File: src/rtl/mem_arb_pkg.sv
// Shared constants and state encoding for the two-master memory arbiter.
package mem_arb_pkg;

    localparam int BURST_BITS_DEF = 2;
    localparam logic [1:0] ID_ZERO = 2'd0;

    typedef enum logic {
        IDLE  = 1'b0,
        BURST = 1'b1
    } state_e;

endpackage

File: src/rtl/rr_pick2.sv
// Two-way round-robin pick: on a tie the master not granted last time wins.
module rr_pick2 (
    input  logic [1:0] req_i,
    input  logic       last_i,
    output logic       grant_o
);

    always_comb begin
        grant_o = req_i[1];
        if (req_i == 2'b11) begin
            grant_o = ~last_i;
        end
    end

endmodule

File: src/rtl/mem_arbiter2.sv
// Two-master memory arbiter with read-burst ownership tracking so that
// returning read beats are routed to the master that issued the read.
module mem_arbiter2
    import mem_arb_pkg::*;
#(
    parameter int BURST_BITS = BURST_BITS_DEF,
    parameter int ADDR_W     = 30
) (
    input  logic              clock,
    input  logic              rst,

    output logic              m0_waitrequest,
    input  logic [1:0]        m0_id,
    input  logic [ADDR_W-1:0] m0_address,
    input  logic              m0_read,
    input  logic              m0_write,
    input  logic [31:0]       m0_writedata,
    input  logic [3:0]        m0_writedatamask,
    output logic [31:0]       m0_readdata,
    output logic [1:0]        m0_readdataid,

    output logic              m1_waitrequest,
    input  logic [1:0]        m1_id,
    input  logic [ADDR_W-1:0] m1_address,
    input  logic              m1_read,
    input  logic              m1_write,
    input  logic [31:0]       m1_writedata,
    input  logic [3:0]        m1_writedatamask,
    output logic [31:0]       m1_readdata,
    output logic [1:0]        m1_readdataid,

    input  logic              s_waitrequest,
    output logic [1:0]        s_id,
    output logic [ADDR_W-1:0] s_address,
    output logic              s_read,
    output logic              s_write,
    output logic [31:0]       s_writedata,
    output logic [3:0]        s_writedatamask,
    input  logic [31:0]       s_readdata,
    input  logic [1:0]        s_readdataid
);

    localparam logic [BURST_BITS:0] CNT_ZERO  = '0;
    localparam logic [BURST_BITS:0] CNT_ONE   = {{BURST_BITS{1'b0}}, 1'b1};
    localparam logic [BURST_BITS:0] BURST_LEN = {1'b1, {BURST_BITS{1'b0}}};

    state_e              state_q, state_d;
    logic [BURST_BITS:0] cnt_q, cnt_d;
    logic                owner_q, owner_d;
    logic                last_q, last_d;

    logic       rd0, rd1, wr0, wr1;
    logic       read_blk;
    logic [1:0] elig;
    logic       grant;
    logic       accept, acc_rd, beat;

    // A simultaneous read+write is demoted to a plain write.
    assign wr0 = m0_write;
    assign wr1 = m1_write;
    assign rd0 = m0_read & ~m0_write;
    assign rd1 = m1_read & ~m1_write;

    // New reads wait until only the final beat of the open burst is owed.
    assign read_blk = (state_q == BURST) && (cnt_q > CNT_ONE);

    assign elig[0] = wr0 | (rd0 & ~read_blk);
    assign elig[1] = wr1 | (rd1 & ~read_blk);

    rr_pick2 u_pick (
        .req_i   (elig),
        .last_i  (last_q),
        .grant_o (grant)
    );

    assign s_read  = ~rst & elig[grant] & (grant ? rd1 : rd0);
    assign s_write = ~rst & elig[grant] & (grant ? wr1 : wr0);

    assign s_address       = grant ? m1_address       : m0_address;
    assign s_id            = grant ? m1_id            : m0_id;
    assign s_writedata     = grant ? m1_writedata     : m0_writedata;
    assign s_writedatamask = grant ? m1_writedatamask : m0_writedatamask;

    assign m0_waitrequest = s_waitrequest |
                            ((m0_read | m0_write) & ~(elig[0] & ~grant));
    assign m1_waitrequest = s_waitrequest |
                            ((m1_read | m1_write) & ~(elig[1] & grant));

    assign m0_readdata = s_readdata;
    assign m1_readdata = s_readdata;

    assign m0_readdataid = (!rst && !owner_q) ? s_readdataid : ID_ZERO;
    assign m1_readdataid = (!rst &&  owner_q) ? s_readdataid : ID_ZERO;

    assign accept = (s_read | s_write) & ~s_waitrequest;
    assign acc_rd = s_read & ~s_waitrequest;
    assign beat   = (s_readdataid != ID_ZERO);

    always_comb begin
        state_d = state_q;
        cnt_d   = cnt_q;
        owner_d = owner_q;
        last_d  = last_q;
        if (accept) begin
            last_d = grant;
        end
        if (beat && cnt_q != CNT_ZERO) begin
            cnt_d = cnt_q - CNT_ONE;
            if (cnt_q == CNT_ONE) begin
                state_d = IDLE;
            end
        end
        if (acc_rd) begin
            state_d = BURST;
            cnt_d   = BURST_LEN;
            owner_d = grant;
        end
    end

    always_ff @(posedge clock or posedge rst) begin
        if (rst) begin
            state_q <= IDLE;
            cnt_q   <= CNT_ZERO;
            owner_q <= 1'b0;
            last_q  <= 1'b1;
        end else begin
            state_q <= state_d;
            cnt_q   <= cnt_d;
            owner_q <= owner_d;
            last_q  <= last_d;
        end
    end

    a_no_stray_beat : assert property (@(posedge clock) disable iff (rst)
        !(beat && cnt_q == CNT_ZERO));
    a_m0_rd_wr : assert property (@(posedge clock) disable iff (rst)
        !(m0_read && m0_write));
    a_m1_rd_wr : assert property (@(posedge clock) disable iff (rst)
        !(m1_read && m1_write));

endmodule
File: config.mk
export PLATFORM = sky130hd
export DESIGN_NAME = mem_arbiter2
export DESIGN_NICKNAME = d
export VERILOG_FILES = /design/src/rtl/mem_arb_pkg.sv /design/src/rtl/rr_pick2.sv /design/src/rtl/mem_arbiter2.sv
export SDC_FILE = /design/constraint.sdc
export NUM_CORES = 1
export LEC_CHECK = 0
export CAP_MARGIN = 20
export CORE_AREA = 2 2 122 124
export CTS_CLUSTER_DIAMETER = 80
export DETAILED_ROUTE_END_ITERATION = 8
export DIE_AREA = 0 0 124 126
export SYNTH_ARGS = -nofsm -noshare
export SYNTH_HDL_FRONTEND = slang
export SYNTH_SLANG_ARGS = --single-unit
File: constraint.sdc
create_clock -name clock -period 2.2 [get_ports clock]
set_input_delay 0.22 -clock clock [delete_from_list [all_inputs] [get_ports clock]]
set_output_delay 0.22 -clock clock [all_outputs]
set_load 0.02 [all_outputs]
# Word level (Yosys, flattened, before mapping)
# Cells that the tools add are included.
word_totals:
  wordCells: 65
  out_inout_bits: 140
  inputBits: 177
  reg_bits: 6
op_classes:
  muxes: 16
  eq_ne: 2
  bitwise: 29
  add_sub_neg: 1
  n_reduce_logical: 11
  magnitude_cmp: 2
ops:
  columns: ["op", "n"]
  rows:
  - ["2-to-1 mux 32 bit", 1]
  - ["2-to-1 mux 30 bit", 1]
  - ["AND 1 bit", 13]
  - ["NOT 1 bit", 9]
  - ["2-to-1 mux 1 bit", 8]
  - ["bitwise OR 1 bit", 7]
  - ["2-to-1 mux 2 bit", 3]
  - ["2-to-1 mux 3 bit", 2]
  - ["nonzero test 2 bit", 3]
  - ["logical AND 1 bit", 4]
  - ["2-to-1 mux 4 bit", 1]
  - ["equality test 3 x 1 -> 1 bit (second input constant)", 1]
  - ["greater-than comparator 3 x 1 -> 1 bit (second input constant)", 1]
  - ["nonzero test 3 bit", 1]
  - ["subtractor 3 x 1 -> 3 bit (second input constant)", 1]
  - ["equality test 2 bit (second input constant)", 1]
  - ["zero test 1 bit", 2]
  - ["< comparator 1 x 2 -> 1 bit (second input constant)", 1]
  - ["AND reduction 2 bit", 1]

# Logic depth before layout (Yosys ltp)
# Gate-level depths: netlist of the first run.
depth:
  depth_word: 14
  depth_mapped: 10
  mapped_depth_nobuf: 7

# Modules after synthesis
# Synthesis of the first run repeated with hierarchy kept, for this count alone.
hier_totals:
  cells_unflattened: 209
  hier_area_um2: 1861.8
modules_own_cells:
  columns: ["module", "n_inst", "seq_area_each_um2", "area_each_um2", "cells_per_inst"]
  rows:
  - ["mem_arbiter2", 1, 151.4, 1850.5, 208]
  - ["rr_pick2", 1, 0.0, 11.3, 1]

# Worst setup path before layout of the first run
# No wires, ideal clock.
synth_timing:
  path_type: "register -> output"
  startpoint: "reg cnt_q[1]"
  endpoint: "out s_writedata[25]"
  required_ps: 1980
  n_path_buf: 3
  arrival_ps: 2058
  stages_incl_launch_ff: 11
  setup_slack_ps: -78
  cell_sequence: "dfrtp_1 inv_1 ha_1 or2b_4 o311ai_4 a21o_1 a21o_1 buf_6 buf_6 buf_6 mux2_4"
synth_via:
  elab_chain_cells: 8
  elab_cells_between_ends: 10
  classes_between: "order compare: 1; eq/ne: 1; mux: 2; bitwise: 5; reduce/logical: 1"
synth_lines:
  columns: ["element", "line", "text"]
  rows:
  - ["start, declared", "mem_arbiter2.sv:48", "logic [BURST_BITS:0] cnt_q, cnt_d;"]
  - ["start signal, assigned", "mem_arbiter2.sv:128", "cnt_q <= cnt_d;"]
  - ["greater-than comparator 3 x 1 -> 1 bit (*)", "mem_arbiter2.sv:65", "assign read_blk = (state_q == BURST) && (cnt_q > CNT_ONE);"]
  - ["logical AND 1 bit (*)", "mem_arbiter2.sv:65", null]
  - ["NOT 1 bit (*)", "mem_arbiter2.sv:67, mem_arbiter2.sv:68", null]
  - ["AND 1 bit (on tied branches)", "mem_arbiter2.sv:67, mem_arbiter2.sv:68", null]
  - ["bitwise OR 1 bit (on tied branches)", "mem_arbiter2.sv:67, mem_arbiter2.sv:68", null]
  - ["equality test 2 bit", "rr_pick2.sv:10", "if (req_i == 2'b11) begin"]
  - ["2-to-1 mux 1 bit (*)", "rr_pick2.sv:10", null]
  - ["2-to-1 mux 32 bit (*)", "mem_arbiter2.sv:81", "assign s_writedata = grant ? m1_writedata : m0_writedata;"]
  - ["end, declared", "mem_arbiter2.sv:37", "output logic [31:0] s_writedata,"]
# Every way passes the cells marked *; elsewhere a longest branch is shown, timed or not.

# Final worst setup path of the first run
layout_timing:
  startpoint: "reg cnt_q[0]"
  endpoint: "out s_writedata[30]"
# Same word-level chain as after synthesis.

==> impl_metrics.yaml, run 1 <==
placement:
  dp_cells: 555
  dp_hpwl_um: 7770
  place.gp.congestion: 0.782
  io_buffer_count: 220
job:
  cap_violations: 0
clocking:
  cts_buffers: 3
  numClockSinks: 6
  cts_tree: "yes"
  hold_buffers: 0
  clock-root-buffer: "clkbuf_16"
  clkLatencyLatePin_ps: 230
  cts_buffer_depth: 2
  cts_max_level: 1
  clkTransAtPathRegs_ps: 30
synth:
  synth_fp_nets: 382
  syn-cell-area_mm2: 0.00185
  synth.distinct_cells: 29
  synth_area_per_cell_um2: 9.14
  ys.flop_type: "dfrtp_1"
  synth_top_area_share_pct: 36.6
  yosysWarnings: 0
  netlist_top_cells_area: "mux2_2, buf_4, mux2_4"
  synthCells: 202
  synth-edff-count: 0
  synth_top_area_cell: "mux2_2"
  ys_ff_latch: 6
  async_reset_ff_share_pct: 100
  yosysSeqAreaShare_pct: 8.20
floorplan:
  dieWidth_um: 124
  initial_core_util_pct: 12.9
  die_area_mm2: 0.0156
  dieHeight_um: 126
  io_pins: 317
  core_mm2: 0.0143
  row_count: 44
worst_setup_path:
  end_kind: "output pin"
  worst_ep_arrival_time_ps: 2420
  required_ps: 1980
  r2r_slack_ps: 220
  startpoint_type: "register"
  reg2regPathDepth: 14
  timing_worst_setup_path_type: "reg2out"
  cp_max_fo: 7
sta:
  fin_crit_ps: 2640
  rsz0062_at_grt: "yes"
  fin_crit_sh_pct: 120
  slew_headroom_pct: 76.8
  tns_ps: -23190
  setup_slack_ps: -440
  hold_slack_ps: 440
  fmax_mhz: 379
  skew_ps: 4.28
  report.final.slew_viol_count: 0
  hold_viol: 0
  setup_viol: 70
  tightestPinTransition_ps: 343
routing:
  wirelength_um: 9270
  drtIter0Drc: 37
  num_vias: 2163
  antenna_left: 0
  drc: 0
  vias_per_cell: 3.71
  wl_per_cell_um: 15.9
  drt_pass1_iterations: 4
power:
  p_sw_uw: 1650
  comb_power_share_pct: 86.6
  total_power_uw: 4040
  p_leak_uw: 0.00184
  switching_share_pct: 40.8
  power_frac_seq_pct: 5.9
  ir_worst_vdd_mv: 0.313
  pwr-share-clk_pct: 7.5
  power.density_mw_per_mm2: 943
  p_int_uw: 2400
grt:
  overflow: 0
  antenna_found_initial: 0
  track_usage_pct: 11.1
  grt_pass1_wl_um: 13100
  grt_max_degree: 31
  grt_pass1_vias: 2430
finish:
  drive_gt1_share_pct: 50.1
  fin_cells: 583
  antenna_cells: 0
  final_common_cell: "clkdlybuf4s50_1"
  final_nets: 580
  syn_to_final_growth_pct: 132
  fin_util_pct: 30.0
  mostFrequentLayoutCells: "clkdlybuf4s50_1, mux2_2, buf_6"
hold_path:
  min_path_type: "in2out"
  hold_path_depth: 0
run_status:
  outcome: "complete, but fails checks"
  violations: "setup timing"
-- critical path, cell delays in order, from the launching register on --
cell      delay, ps
dfrtp_1         400
ha_4            160
or2b_4          200
o311ai_4        110
a21o_1          230
a21o_4          270
buf_12          140
buf_12          130
buf_6           120
mux2_4          290
buf_6           130
-- Yosys cell counts (all sizes together) (2+ instances only) --
library cell and instances:
a21o 2, a21oi 7, and3 4, buf 72, dfrtp 5, ha 3
inv 7, mux2 69, nor2 10, o21ai 6, o311ai 2, xnor2 2
-- final cells by class --
type / count / area (um2)
repair buffers: 266 / 2570
inverters: 7 / 28.8
well taps: 184 / 230
flip-flops and latches: 6 / 151
multi-input cells: 116 / 1230
fillers: 1536 / 10000
clock buffers: 4 / 78.8
-- registers in the layout (all words and copies together), names as in the netlist --
signal / flops
cnt_q: 3
state_q: 1
owner_q: 1
last_q: 1
-- layer usage --
layer	GRT usage [%]	part of all wire, %	up-vias
met5	0	0	-
met4	2.91	2.3	0
met3	4.57	9.8	8
met2	19.7	52	143
met1	11.9	36	978
li1	-	-	1034
-- final timing paths --
path | startpoint | endpoint
max | cnt_q[0]$_DFFE_PP0P_ | s_writedata[30]
min | s_readdata[13] | m1_readdata[13]
max reg2reg | cnt_q[1]$_DFFE_PP0P_ | cnt_q[2]$_DFFE_PP0P_
min reg2reg | owner_q$_DFFE_PP0P_ | owner_q$_DFFE_PP0P_
max in group asynchronous | rst | last_q$_DFFE_PP1P_
min in group asynchronous | rst | state_q$_DFFE_PP0P_
-- kinds of logic (layout without fill, tap and decap cells) --
group / after synthesis / in the layout / share of synthesized area (%)
AOI/OAI and AO/OA: 22 / 22 / 8.33
xor gates and xnor gates: 2 / 2 / 0.949
adders and majority gates: 3 / 3 / 2.03
buffers and inverters: 80 / 277 / 30.8
DFF: 6 / 6 / 8.20
muxes: 70 / 70 / 44.4
and+or+nand+nor: 19 / 19 / 5.22
-- power by group through the flow --
| stage | logic, uW | clock network, uW | registers [uW] |
|---|---|---|---|
| after floorplan | 1760 | 0 | 238 |
| after global placement | 2930 | 0 | 236 |
| after detailed placement | 2960 | 0 | 238 |
| after CTS | 3200 | 309 | 242 |
| after global routing | 3700 | 314 | 253 |
| final | 3500 | 302 | 241 |
-- per-stage QoR --
step	cell area, um2	setup slack [ps]
after CTS	4090	-438
after floorplan	1860	-16.7
after detailed placement	3920	-448
after global placement	3920	-418
after global routing	4290	-504
final	4290	-440
-- what timing repair did --
action / in CTS / in global routing
pin swaps: 0 / 7
gates cloned: 1 / 1
endpoints found under the setup margin: 72 / 77
endpoints found under the hold margin: 0 / 0
buffers inserted: 19 / 9
gates resized for setup: 262 / 71
Note: power is estimated with default switching activity, not from simulation.
==> run 2: changes to the inputs <==
--- a/config.mk
+++ b/config.mk
@@ -7,6 +7,7 @@
 export LEC_CHECK = 0
 export CAP_MARGIN = 20
 export CORE_AREA = 2 2 122 124
+export CTS_BUF_LIST = sky130_fd_sc_hd__clkbuf_8
 export CTS_CLUSTER_DIAMETER = 80
 export DETAILED_ROUTE_END_ITERATION = 8
 export DIE_AREA = 0 0 124 126
==> run 2 against run 1 <==
Compared with the run above: the flow still finishes with violations (setup timing); combinational power is 13% higher; first-iteration DRC count is 38% lower; critical path depth stayed put; clock skew is 3.7 ps higher; maximum frequency is 1.0% higher; wire length is 5.4% higher; setup slack better by 27 ps; register-to-register slack worse by 110 ps; via count is 0.60% higher; sequential share of layout area is 0.21 points lower; hold slack stayed put; critical path type unchanged; critical endpoint unchanged.
==> impl_metrics.yaml, run 2 (synthesis gave the netlist of run 1 again) <==
run_status:
  outcome: "complete, but fails checks"
  violations: "setup timing"
floorplan:
  dieHeight_um: 126
  die_area_mm2: 0.0156
  core_mm2: 0.0143
  initial_core_util_pct: 12.9
  dieWidth_um: 124
  io_pins: 317
  row_count: 44
power:
  power_frac_seq_pct: 5.5
  ir_worst_vdd_mv: 0.314
  pwr-share-clk_pct: 3.9
  p_sw_uw: 1760
  p_leak_uw: 0.00204
  comb_power_share_pct: 90.6
  p_int_uw: 2610
  switching_share_pct: 40.3
  power.density_mw_per_mm2: 960
finish:
  fin_util_pct: 31.9
  mostFrequentLayoutCells: "clkdlybuf4s50_1, buf_6, mux2_4"
  regMostFlops: "cnt_q"
  largest_reg_flops: 3
  drive_gt1_share_pct: 51.0
  fin_cells: 582
  antenna_cells: 0
  syn_to_final_growth_pct: 147
  final_nets: 579
  final_common_cell: "clkdlybuf4s50_1"
sta:
  slew_headroom_pct: 77.0
  tns_ps: -22560
  hold_viol: 0
  skew_ps: 7.95
  fmax_mhz: 383
  fin_crit_ps: 2610
  fin_crit_sh_pct: 119
  rsz0062_at_grt: "yes"
  setup_slack_ps: -414
  setup_viol: 69
  report.final.slew_viol_count: 0
  tightestPinTransition_ps: 340
grt:
  grt_pass1_wl_um: 13200
  track_usage_pct: 11.1
  antenna_found_initial: 0
  overflow: 0
  grt_max_degree: 31
  grt_pass1_vias: 2435
clocking:
  cts_buffers: 3
  clkTransAtPathRegs_ps: 30
  cts_tree: "yes"
  cts_buffer_depth: 2
  cts_max_level: 1
  clkLatencyLatePin_ps: 230
  numClockSinks: 6
  clock-root-buffer: "clkbuf_8"
job:
  cap_violations: 0
routing:
  drc: 0
  num_vias: 2176
  wl_per_cell_um: 16.8
  drtIter0Drc: 23
  wirelength_um: 9770
  vias_per_cell: 3.74
  drt_pass1_iterations: 4
  antenna_left: 0
worst_setup_path:
  required_ps: 1980
  cp_max_fo: 7
  worst_ep_arrival_time_ps: 2390
  end_kind: "output pin"
  timing_worst_setup_path_type: "reg2out"
  startpoint_type: "register"
placement:
  io_buffer_count: 220
  place.gp.congestion: 0.782
  dp_hpwl_um: 7770
  dp_cells: 555
hold_path:
  min_path_type: "in2out"
[run 2: cell count changes in the layout (fill, tap and decap cells not counted), moves of 2 or more]
cell             before  now
a21oi_1               6    4
a21oi_2               1    3
buf_2                31    7
buf_6                33   64
clkbuf_16             4    2
clkbuf_8              0    3
clkdlybuf4s15_2      10    0
mux2_2               47   13
mux2_4               22   56
[run 2: path summary, 6_finish.rpt]
kind	from	to	cells past startpoint	slack [ps]
worst min-delay path	s_readdata[13]	m1_readdata[13]	0	440
worst max-delay path	cnt_q[0]$_DFFE_PP0P_	s_writedata[30]	10	-410
min in group asynchronous	rst	state_q$_DFFE_PP0P_	3	460
worst min register to register	owner_q$_DFFE_PP0P_	owner_q$_DFFE_PP0P_	2	580
worst max register to register	cnt_q[1]$_DFFE_PP0P_	cnt_q[2]$_DFFE_PP0P_	15	110
max in group asynchronous	rst	last_q$_DFFE_PP1P_	3	1530
[run 2: layout make-up]
type                            instances  area, um2
Fill cell                            1516       9750
Timing Repair Buffer                  265       2740
Multi-Input combinational cell        116       1370
Tap cell                              184        230
Sequential cell                         6        151
Clock buffer                            3       41.3
Inverter                                7       28.8
Clock inverter                          1       3.75
[run 2: stage by stage]
stage               hold WS (ps)  setup slack (ps)  total power [uW]  instance area, um2
finish                       440              -414              4380                4560
global route                 440              -485              4620                4560
CTS                          440              -424              3620                4060
detailed placement           440              -448              3200                3920
global placement             440              -418              3170                3920
floorplan                   31.4             -16.7              2000                1860
[run 2: critical path, cell delays in order, from the launching register on]
cell,delay (ps)
dfrtp_1,400
ha_4,160
or2b_4,200
o311ai_4,110
a21o_1,230
a21o_4,260
buf_12,140
buf_12,130
buf_6,120
mux2_4,290
buf_6,130
[run 2: power groups by stage]
stage                     Clock, uW  Sequential, uW  Combinational (uW)
after global routing            182             255                4190
final                           170             242                3970
after floorplan                   0             238                1760
after CTS                       174             242                3200
after detailed placement          0             238                2960
after global placement            0             236                2930
[run 2: what timing repair did]
item                       in CTS  in global routing
cloned                          1                  3
buffers inserted               19                  5
resized for setup             262                194
hold endpoints to repair        0                  0
pin swaps                       0                  9
setup endpoints to repair      72                 77
hold buffers                    0                  0
[run 2: layer usage]
| metal | global-route usage [%] | wire [um] | vias to the layer above |
|---|---|---|---|
| li1 | - | - | 1031 |
| met1 | 12.1 | 3500 | 1000 |
| met2 | 20.7 | 5360 | 143 |
| met3 | 4.35 | 885 | 2 |
| met4 | 0.859 | 19 | 0 |
| met5 | 0 | 0 | - |
==> run 3: changes to the inputs <==
--- a/config.mk
+++ b/config.mk
@@ -11,6 +11,7 @@
 export CTS_CLUSTER_DIAMETER = 80
 export DETAILED_ROUTE_END_ITERATION = 8
 export DIE_AREA = 0 0 124 126
+export SLEW_MARGIN = 0
 export SYNTH_ARGS = -nofsm -noshare
 export SYNTH_HDL_FRONTEND = slang
 export SYNTH_SLANG_ARGS = --single-unit
==> constraint.sdc (replaced) <==
create_clock -name clock -period 2.3 [get_ports clock]
set_input_delay 0.23 -clock clock [delete_from_list [all_inputs] [get_ports clock]]
set_output_delay 0.23 -clock clock [all_outputs]
set_load 0.02 [all_outputs]
==> run 3 against run 2 <==
Compared with the run above: the flow still finishes with violations (setup timing); clock skew grew 2.5 ps; final cell count shrank 1.2%; first-iteration DRC count grew to 2.7 times the previous value; sequential power shrank 6%; flip-flop and latch count is the same; setup slack gained 150 ps; register-to-register slack gained 140 ps; power shrank 18%; critical path depth shrank 1; count of clock-buffer cells in the layout is the same; hold slack gained 20 ps.
==> impl_metrics.yaml, run 3 (synthesis gave the netlist of run 1 again) <==
run_status:
  outcome: "complete, but fails checks"
  violations: "setup timing"
floorplan:
  die_area_mm2: 0.0156
  dieWidth_um: 124
  core_mm2: 0.0143
  io_pins: 317
  row_count: 44
  dieHeight_um: 126
  initial_core_util_pct: 12.9
clocking:
  clkTransAtPathRegs_ps: 40
  cts_buffers: 3
  numClockSinks: 6
  cts_tree: "yes"
  clkLatencyLatePin_ps: 230
  hold_buffers: 0
  clock-root-buffer: "clkbuf_8"
  cts_max_level: 1
  cts_buffer_depth: 2
sta:
  report.final.slew_viol_count: 0
  skew_ps: 10.5
  setup_slack_ps: -268
  fin_crit_sh_pct: 112
  hold_viol: 0
  fmax_mhz: 389
  tightestPinTransition_ps: 447
  hold_slack_ps: 460
  slew_headroom_pct: 70.2
  fin_crit_ps: 2570
  setup_viol: 68
  rsz0062_at_grt: "yes"
  tns_ps: -13950
finish:
  largest_reg_flops: 3
  drive_gt1_share_pct: 48.6
  nFillCells: 1545
  regMostFlops: "cnt_q"
  mostFrequentLayoutCells: "clkdlybuf4s50_1, buf_6, mux2_4"
  final_area_mm2: 0.00419
  final_common_cell: "clkdlybuf4s50_1"
  multi_input_area_mm2: 0.00126
  antenna_cells: 0
  seq_area_um2: 151
  final_nets: 572
  syn_to_final_growth_pct: 127
routing:
  drt_pass1_iterations: 5
  wl_per_cell_um: 16.7
  drc: 0
  wirelength_um: 9580
  antenna_left: 0
  num_vias: 2169
  vias_per_cell: 3.77
  drtIter0Drc: 61
power:
  comb_power_share_pct: 89.0
  pwr-share-clk_pct: 4.7
  ir_worst_vdd_mv: 0.399
  total_power_uw: 3600
  p_int_uw: 2090
  power_frac_seq_pct: 6.3
  switching_share_pct: 42.1
  power.density_mw_per_mm2: 860
  p_sw_uw: 1520
  p_leak_uw: 0.00186
worst_setup_path:
  timing_worst_setup_path_type: "reg2out"
  end_kind: "output pin"
  startpoint_type: "register"
  cp_max_fo: 8
  crit_start: "cnt_q[0]$_DFFE_PP0P_"
  worst_ep_arrival_time_ps: 2340
  required_ps: 2070
  r2r_start: "cnt_q[1]$_DFFE_PP0P_"
grt:
  grt_pass1_vias: 2332
  overflow: 0
  antenna_found_initial: 0
  grt_pass1_wl_um: 13400
  grt_max_degree: 21
  track_usage_pct: 11.3
hold_path:
  min_path_type: "in2out"
  min_from: "s_readdata[13]"
job:
  cap_violations: 0
placement:
  io_buffer_count: 220
  place.gp.congestion: 0.755
  place_area_mm2: 0.00395
  dp_hpwl_um: 8190
[run 3: cell count changes in the layout (fill, tap and decap cells not counted), moves of 3 or more]
| cell | delta |
|---|---|
| mux2_2 | +16 |
| clkbuf_2 | +3 |
| buf_6 | -14 |
| mux2_4 | -16 |
| buf_2 | +14 |
| buf_12 | -4 |
[run 3: path summary, 6_finish.rpt]
path / cells after the start / endpoint / slack, ps
max reg2reg: 10 / owner_q$_DFFE_PP0P_ / 250
min in group asynchronous: 3 / cnt_q[2]$_DFFE_PP0P_ / 490
min: 0 / m0_readdata[13] / 460
min reg2reg: 2 / owner_q$_DFFE_PP0P_ / 570
max: 9 / s_writedata[1] / -270
max in group asynchronous: 3 / last_q$_DFFE_PP1P_ / 1600
[run 3: per-stage QoR]
step / setup WS, ps / utilization [%] / cells
floorplan: 12.3 / - / 202
global placement: -398 / 27.6 / 557
detailed placement: -422 / 27.6 / 557
CTS: -366 / 28.4 / 572
global route: -351 / 29.2 / 575
finish: -268 / 29.2 / 575
[run 3: layout make-up]
cell class	count	area share, %
flip-flops and latches	6	3.62
multi-input cells	116	30.1
inverters	7	0.628
repair buffers	258	59.1
well taps	184	5.50
clock inverters	1	0.0897
clock buffers	3	0.986
[run 3: critical path: stages, from the launching register on]
cell and delay (ps):
dfrtp_1 380, ha_2 170, or2b_4 200, o311ai_4 120, a21o_1 230, a21o_4 290, buf_8 170, buf_6 110
mux2_4 300, buf_6 140
[run 3: power by group through the flow]
stage | combinational [uW] | clock [uW] | sequential [uW]
floorplan | 1670 | 0 | 226
global placement | 2830 | 0 | 223
detailed placement | 2850 | 0 | 227
CTS | 3010 | 173 | 226
global route | 3380 | 184 | 237
finish | 3210 | 168 | 228
[run 3: repair_timing]
| item | 4_1_cts | 5_1_grt |
|---|---|---|
| setup buffers | 9 | 6 |
| gates cloned | 2 | 0 |
| setup endpoints to repair | 72 | 71 |
| resized for setup | 300 | 134 |
| pin swaps | 2 | 5 |
[run 3: routing by layer]
metal / GRT usage [%] / up-vias / routed length, um
met2: 21.7 / 150 / 5280
met4: 0.991 / 0 / 23
met3: 3.76 / 2 / 822
li1: - / 1017 / -
met1: 12.4 / 1000 / 3450
met5: 0 / - / 0
